## src/rtl/mult2add_rr_sched.sv

```systemverilog
`timescale 1ns/1ps
// Round-robin scheduler in front of one shared scale(x*0.6875)-and-combine datapath, one result slot.
// Optional grant counter: define MULT2ADD_SCHED_CNT_EN to add the grant_cnt port.

module mult2add_dp #(
  parameter int DW = 20
) (
  input  logic [DW-1:0] a,
  input  logic [DW-1:0] b,
  input  logic          s1,
  input  logic          s2,
  input  logic          sub,
  output logic [DW-1:0] y
);
  function automatic logic [DW-1:0] sc(input logic [DW-1:0] x);
    logic signed [DW-1:0] xs;
    xs = signed'(x);
    return (xs >>> 1) + (xs >>> 3) + (xs >>> 4);
  endfunction

  logic [DW-1:0] sa, sb;
  assign sa = s1 ? ~sc(a) : sc(a);
  assign sb = s2 ? ~sc(b) : sc(b);
  assign y  = sub ? sa + ~sb : sa + sb;
endmodule

module mult2add_rr_sched #(
  parameter int DATA_WIDTH = 20,
  parameter int FRAC       = 16,
  parameter int NREQ       = 4,
  parameter int IDW        = (NREQ > 1) ? $clog2(NREQ) : 1
) (
  input  logic                       clk,
  input  logic                       rst,
  input  logic [NREQ-1:0]            req_valid,
  output logic [NREQ-1:0]            req_ready,
  input  logic [NREQ*DATA_WIDTH-1:0] req_a,
  input  logic [NREQ*DATA_WIDTH-1:0] req_b,
  input  logic [NREQ-1:0]            req_s1,
  input  logic [NREQ-1:0]            req_s2,
  input  logic [NREQ-1:0]            req_sub,
  output logic                       out_valid,
  input  logic                       out_ready,
  output logic [DATA_WIDTH-1:0]      out_data,
  output logic [IDW-1:0]             out_id
`ifdef MULT2ADD_SCHED_CNT_EN
  ,
  output logic [31:0]                grant_cnt
`endif
);
  localparam int DW = DATA_WIDTH;

  if (NREQ < 2 || NREQ > 8 || FRAC >= DATA_WIDTH) begin : g_bad_cfg
    $error("mult2add_rr_sched: unsupported NREQ/FRAC");
  end

  typedef enum logic {EMPTY, FULL} state_t;
  state_t state;

  logic [NREQ-1:0][DW-1:0] a_v, b_v;
  logic [IDW-1:0]          ptr, gidx;
  logic                    any, can_grant;
  logic [DW-1:0]           dp_y;

  assign a_v = req_a;
  assign b_v = req_b;
  assign can_grant = !rst && (state == EMPTY || out_ready);

  // Search starts just past the last winner, so the last winner has lowest priority.
  always_comb begin
    req_ready = '0;
    gidx      = '0;
    any       = 1'b0;
    for (int k = 1; k <= NREQ; k++) begin
      if (!any && can_grant && req_valid[(int'(ptr) + k) % NREQ]) begin
        any  = 1'b1;
        gidx = IDW'((int'(ptr) + k) % NREQ);
      end
    end
    if (any) req_ready[gidx] = 1'b1;
  end

  mult2add_dp #(.DW(DW)) u_dp (
    .a   (a_v[gidx]),
    .b   (b_v[gidx]),
    .s1  (req_s1[gidx]),
    .s2  (req_s2[gidx]),
    .sub (req_sub[gidx]),
    .y   (dp_y)
  );

  always_ff @(posedge clk) begin
    if (rst) begin
      state     <= EMPTY;
      out_valid <= 1'b0;
      out_data  <= '0;
      out_id    <= '0;
      ptr       <= IDW'(NREQ - 1);
    end else if (any) begin
      state     <= FULL;
      out_valid <= 1'b1;
      out_data  <= dp_y;
      out_id    <= gidx;
      ptr       <= gidx;
    end else if (out_ready) begin
      state     <= EMPTY;
      out_valid <= 1'b0;
    end
  end

`ifdef MULT2ADD_SCHED_CNT_EN
  always_ff @(posedge clk) begin
    if (rst)      grant_cnt <= '0;
    else if (any) grant_cnt <= grant_cnt + 32'd1;
  end
`endif
endmodule

```

## config.mk

```make
export PLATFORM = sky130hd
export DESIGN_NAME = mult2add_rr_sched
export DESIGN_NICKNAME = d
export VERILOG_FILES = /design/src/rtl/mult2add_rr_sched.sv
export SDC_FILE = /design/constraint.sdc
export NUM_CORES = 1
export LEC_CHECK = 0
export CORE_MARGIN = 1.5
export CORE_UTILIZATION = 43
export DETAILED_ROUTE_END_ITERATION = 12
export GPL_TIMING_DRIVEN = 1
export PLACE_DENSITY = 0.78
export SYNTH_ARGS = -nofsm -noshare
export SYNTH_HDL_FRONTEND = slang
export SYNTH_SLANG_ARGS = --single-unit
```

## constraint.sdc

```tcl
create_clock -name clk -period 9.52 [get_ports clk]
set_input_delay 2.38 -clock clk [delete_from_list [all_inputs] [get_ports clk]]
set_output_delay 2.38 -clock clk [all_outputs]
set_load 0.005 [all_outputs]
```

Yosys cells after proc, flatten, opt, wreduce, memory -nomap -nowiden
Cells that the tools add are included.
{"block": "totals", "reg_bits": 25, "inputBits": 179, "out_inout_bits": 27, "elab_cells": 85}
{"block": "op_classes", "add_sub_neg": 10, "order_cmp": 6, "n_mux": 38, "bitwise": 8, "n_reduce_logical": 19}
{"cell": "$mux 20", "n": 5}
{"cell": "$bmux 20 s2", "n": 2}
{"cell": "$not 20->20", "n": 3}
{"cell": "$add 19x17->20", "n": 2}
{"cell": "$add 20x16->20", "n": 2}
{"cell": "$add 20x20->20", "n": 2}
{"cell": "$mux 1", "n": 18}
{"cell": "$lt 3x4->1 const B", "n": 4}
{"cell": "$bmux 1 s2", "n": 7}
{"cell": "$logic_and 1x1->1", "n": 9}
{"cell": "$mux 2", "n": 4}
{"cell": "$reduce_or 2->1", "n": 4}
{"cell": "$add 2x1->2 const B", "n": 2}
{"cell": "$add 2x2->2 const B", "n": 2}
{"cell": "$and 1x1->1 const A", "n": 4}
{"cell": "$logic_not 1->1", "n": 4}
{"cell": "$mux 4", "n": 1}
{"cell": "$lt 2x3->1 const B", "n": 1}
{"cell": "$demux 1 s2", "n": 1}
{"cell": "$ge 2x1->1 const B", "n": 1}
{"cell": "$reduce_bool 2->1", "n": 1}
{"cell": "$logic_or 1x1->1", "n": 1}
{"cell": "$not 1->1", "n": 1}

Longest topological paths before layout
{"block": "logic_depth", "ltp_word": 29, "ltp_mapped": 30, "ltp_nobuf": 28}

Cells and area by module
From an unflattened synthesis, not the netlist that was laid out.
{"block": "hier_totals", "cells_unflattened": 664, "area_unflattened_um2": 5773.0}
{"module": "mult2add_dp", "n_inst": 1, "cells_each": 390, "area_each_um2": 3402.0, "seq_area_each_um2": 0.0}
{"module": "mult2add_rr_sched", "n_inst": 1, "cells_each": 274, "area_each_um2": 2371.0, "seq_area_each_um2": 500.5}

Worst setup path before layout
No wires, ideal clock.
{"block": "synth_path", "path_type": "input to register", "startpoint": "input port req_valid[3]", "endpoint": "register out_data[18]", "setup_ns": 0.087, "arrival_ns": 8.151, "t_required_ns": 9.433, "setup_slack_ns": 1.282, "cell_stages": 27, "path_cell_list": "and3_1 o311ai_1 clkbuf_1 clkbuf_1 clkbuf_1 nand2_1 a31oi_1 fa_1 ha_1 a21o_1 a21oi_1 o21bai_1 a21oi_1 o21bai_1 a21oi_1 o21ai_0 a21oi_1 o21ai_0 xnor2_1 ha_1 a21o_1 a21o_1 or3_1 o211ai_1 a21boi_1 o21a_1 o31ai_1"}
{"block": "synth_between", "elab_chain_len": 26, "word_cells_on_any_way": 52}
{"item": "start: declaration", "line_no": "35", "source": "input logic [NREQ-1:0] req_valid,"}
{"item": "$bmux 1 s2", "line_no": "75", "source": "if (!any && can_grant && req_valid[(int'(ptr) + k) % NREQ]) begin"}
{"item": "$mux 1 (implied by the code) (2 in series)", "line_no": "75"}
{"item": "$logic_and 1x1->1", "line_no": "75"}
{"item": "$mux 1", "line_no": "75"}
{"item": "$logic_not 1->1", "line_no": "75"}
{"item": "$logic_and 1x1->1 (2 in series)", "line_no": "75"}
{"item": "$mux 1", "line_no": "75"}
{"item": "$logic_not 1->1", "line_no": "75"}
{"item": "[... 8 more ...]"}
{"item": "$mux 20 (implied by the code)", "line_no": "85", "source": ".b (b_v[gidx]),"}
{"item": "$add 19x17->20", "line_no": "18", "source": "return (xs >>> 1) + (xs >>> 3) + (xs >>> 4);"}
{"item": "$add 20x16->20", "line_no": "18"}
{"item": "$not 20->20", "line_no": "23", "source": "assign sb = s2 ? ~sc(b) : sc(b);"}
{"item": "$mux 20", "line_no": "23"}
{"item": "$not 20->20", "line_no": "24", "source": "assign y = sub ? sa + ~sb : sa + sb;"}
{"item": "$add 20x20->20", "line_no": "24"}
{"item": "$mux 20", "line_no": "24"}
{"item": "end signal: assignment", "line_no": "102", "source": "out_data <= dp_y;"}
{"item": "end: declaration", "line_no": "44", "source": "output logic [DATA_WIDTH-1:0] out_data,"}
Several ways; a longest one is shown, not always the timed one. The select of a mux whose other input is x is not followed.
A chain may end at the register's enable or synchronous reset.

Worst setup path after layout
{"block": "layout_path", "startpoint": "input port req_valid[1]", "endpoint": "register out_data[18]"}
Same word-level chain as after synthesis.

==> run summary <==
Outcome = finished clean
Die area = 0.0133 mm²
Port-buffer cells = 197
Core ar. = 0.0122 mm²
Vias post-DR = 5518
Hold_ws = 0.449 ns
Min Tclk post-route = 8.81 ns
Endpoints failing setup = 0
First-pass detailed-route iteration total = 4
Synth top area cells = ha_1 (13%), fa_1 (11%), xnor2_1 (10%)
MaxCap Viol Count = 0
Post-CTS setup buffer count = 0
RSZ-0062 raised after global routing = false
Initial antenna violation count = 0
All-Layer GR Usage = 0.231
GRT overflow = 0
GPL Wtd Cong = 0.867
Slew margin rel. = 0.295
Crit path launch type = input pin
Worst Hold Launch = out_data[17]
Die Span Y = 115 µm
Vias per cell = 5.17
Design area = 0.00769 mm²
Synth async-reset ratio = 0
FP Rows = 40
CP Capture Type = register
Worst path required time = 9.69 ns
Total wire length = 15100 µm
Num CTS Buffers = 3
Starting Density = 0.446
Slowest Stage Delay on Critical Path = 0.75 ns
Post-placement cell area = 0.00761 mm²
Fraction of layout cells with a size suffix above 1 = 0.0378
H-tree depth = 1
Fmax = 113 MHz
N_diodes = 0
Worst slew pin tran = 1.06 ns
Clk sinks = 25
Seq/Total Area, Yosys = 0.0924
Top FF cell, synth = dfxtp_1
Fin crit share = 0.926
Clk root buf = clkbuf_16
Wire length of the first global-routing pass = 24700 µm
Crit Path Category = input pin to register
Layout area overhead = 42.0%
Dominant cell type by area after synthesis = ha_1
Worst Skew = 0.00383 ns
Final ANT Viol Nets = 0
Post-Syn Area = 0.00542 mm²
WL per Instance = 14.1 µm
Syn Inst Count = 717
Number of global-route vias before repair = 5257
Worst reg2reg path depth = 26
FF-to-FF setup slack = 2.99 ns
Mapped Avg Cell Area = 7.56 µm²
Leakage = 3.18 nW
CP Data Arrival Time = 8.98 ns
Reg clk slew, reported paths = 0.06 ns
Pwr/cell area = 369 mW/mm²
# hold bufs at CTS = 0
CP max FO = 20
Final hold vios = 0
Post-synth EDFFs = 0
Post-CTS Resized = 0
Post-synth cell types = 50
Most common cell on crit path = a21oi_1
DRC violations left = 0
Worst-Skew Late Latency = 0.26 ns
Syn nets = 984
Reg-to-reg endpoint = out_data[18]
Largest net degree at the start of global routing = 31
Setup total negative slack = 0 ns
Hold Path Depth = 2
Syn. warnings = 0
Clock buffer depth = 2
Die width = 115 µm
Worst path slowest cell = o311ai_4
Top-area cell type share of the netlist area = 0.134
#FFs+latches synth = 25
Final Util = 0.633
Hold endpoint = out_data[17]
Detailed Place HPWL = 13100 µm
Final net count = 1167
TritonCTS clock tree = done
Ports = 206
Max IR drop VDD = 0.259 mV
DR iter-0 viols = 328
Slew Viols, Final = 0
HP Class = register to register
Reg-to-Reg Start = ptr[1]
worst max path at each step:
stage | start | endpoint | slack (ns) | cells after the start
2_1_floorplan | req_valid[3] | out_data[18] | 1.28 | 27
3_5_place_dp | req_valid[1] | out_data[18] | 0.44 | 26
4_1_cts | req_valid[1] | out_data[18] | 0.69 | 26
5_1_grt | req_valid[1] | out_data[18] | 0.23 | 26
3_3_place_gp | req_valid[1] | out_data[18] | 0.55 | 26
6_report | req_valid[1] | out_data[18] | 0.71 | 27
cell usage after synthesis, drive strengths merged, types with 5 or more instances:
| library cell | instances |
|---|---|
| o21bai | 13 |
| nand2b | 8 |
| a21oi | 49 |
| a21o | 18 |
| xor2 | 29 |
| dfxtp | 25 |
| nand3 | 11 |
| mux2i | 12 |
| xnor2 | 62 |
| a211oi | 34 |
| clkbuf | 26 |
| a31oi | 33 |
| nor2 | 24 |
| fa | 30 |
| and2 | 32 |
| nand2 | 130 |
| nor3 | 11 |
| buf | 10 |
| nor2b | 5 |
| o21ai | 29 |
| ha | 58 |
| inv | 23 |
| and3 | 6 |
cell type report:
| type | instances | area, µm² |
|---|---|---|
| clock inverters | 1 | 5.00 |
| well taps | 168 | 210 |
| inverters | 23 | 86.3 |
| clock buffers | 3 | 75.1 |
| repair buffers | 214 | 2100 |
| multi-input cells | 633 | 4720 |
| flip-flops and latches | 25 | 500 |
| fillers | 1115 | 4470 |
cell usage in the layout, fill, tap and decap left out, types with 12 or more instances in the layout:
master           netlist  layout
ha_1                  58      58
buf_4                  0      17
a21oi_1               49      49
and2_1                32      32
o21bai_1              13      13
xnor2_1               62      62
xor2_1                29      28
a21o_1                18      18
clkdlybuf4s50_1        0     197
a211oi_1              34      34
dfxtp_1               25      25
inv_1                 23      23
nor2_1                24      24
o21ai_1               14      14
mux2i_1               12      12
nand2_1              130     130
fa_1                  30      30
a31oi_1               33      33
o21ai_0               14      14
sequential cells by signal (all words and copies together) (netlist names):
name      flops
out_data     20
out_id        2
state         1
ptr           2
kinds of logic after synthesis:
family | count (synthesis) | synth area share
flops | 25 | 0.0924
fa+ha+maj | 88 | 0.245
xor+xnor | 92 | 0.151
buf+inv | 59 | 0.0434
simple gates | 240 | 0.203
mux | 13 | 0.0242
compound gates | 200 | 0.241
power by group:
part,total [W],internal [W],switching (W)
clock network,0.0000918,0.0000566,0.0000353
registers,0.000152,0.000138,0.0000138
logic,0.00259,0.00125,0.00135
total,0.00284,0.00144,0.00140
routing by layer:
layer	GRT usage	vias up	share of wire
li1	-	2878	-
met1	0.295	2463	0.45
met2	0.414	150	0.48
met3	0.0206	27	0.041
met4	0.0700	0	0.027
met5	0	-	0
through the flow:
| stage | power [W] | cells | setup WS, ns |
|---|---|---|---|
| after floorplan | 0.00221 | 717 | 1.28 |
| after global placement | 0.00268 | 1063 | 0.552 |
| after detailed placement | 0.00272 | 1063 | 0.439 |
| after CTS | 0.00283 | 1067 | 0.695 |
| after global routing | 0.00318 | 1067 | 0.230 |
| final | 0.00284 | 1067 | 0.707 |
worst max-delay path, delay by kind of cell:
family	cells	cell delay (ns)
AND/OR/NAND/NOR	2	0.47
AO/OA/AOI/OAI	19	3.94
buffers and inverters	2	0.84
XOR/XNOR	1	0.26
adder cells (fa/ha/maj)	3	1.08
Note: power is estimated with default switching activity, not from simulation.
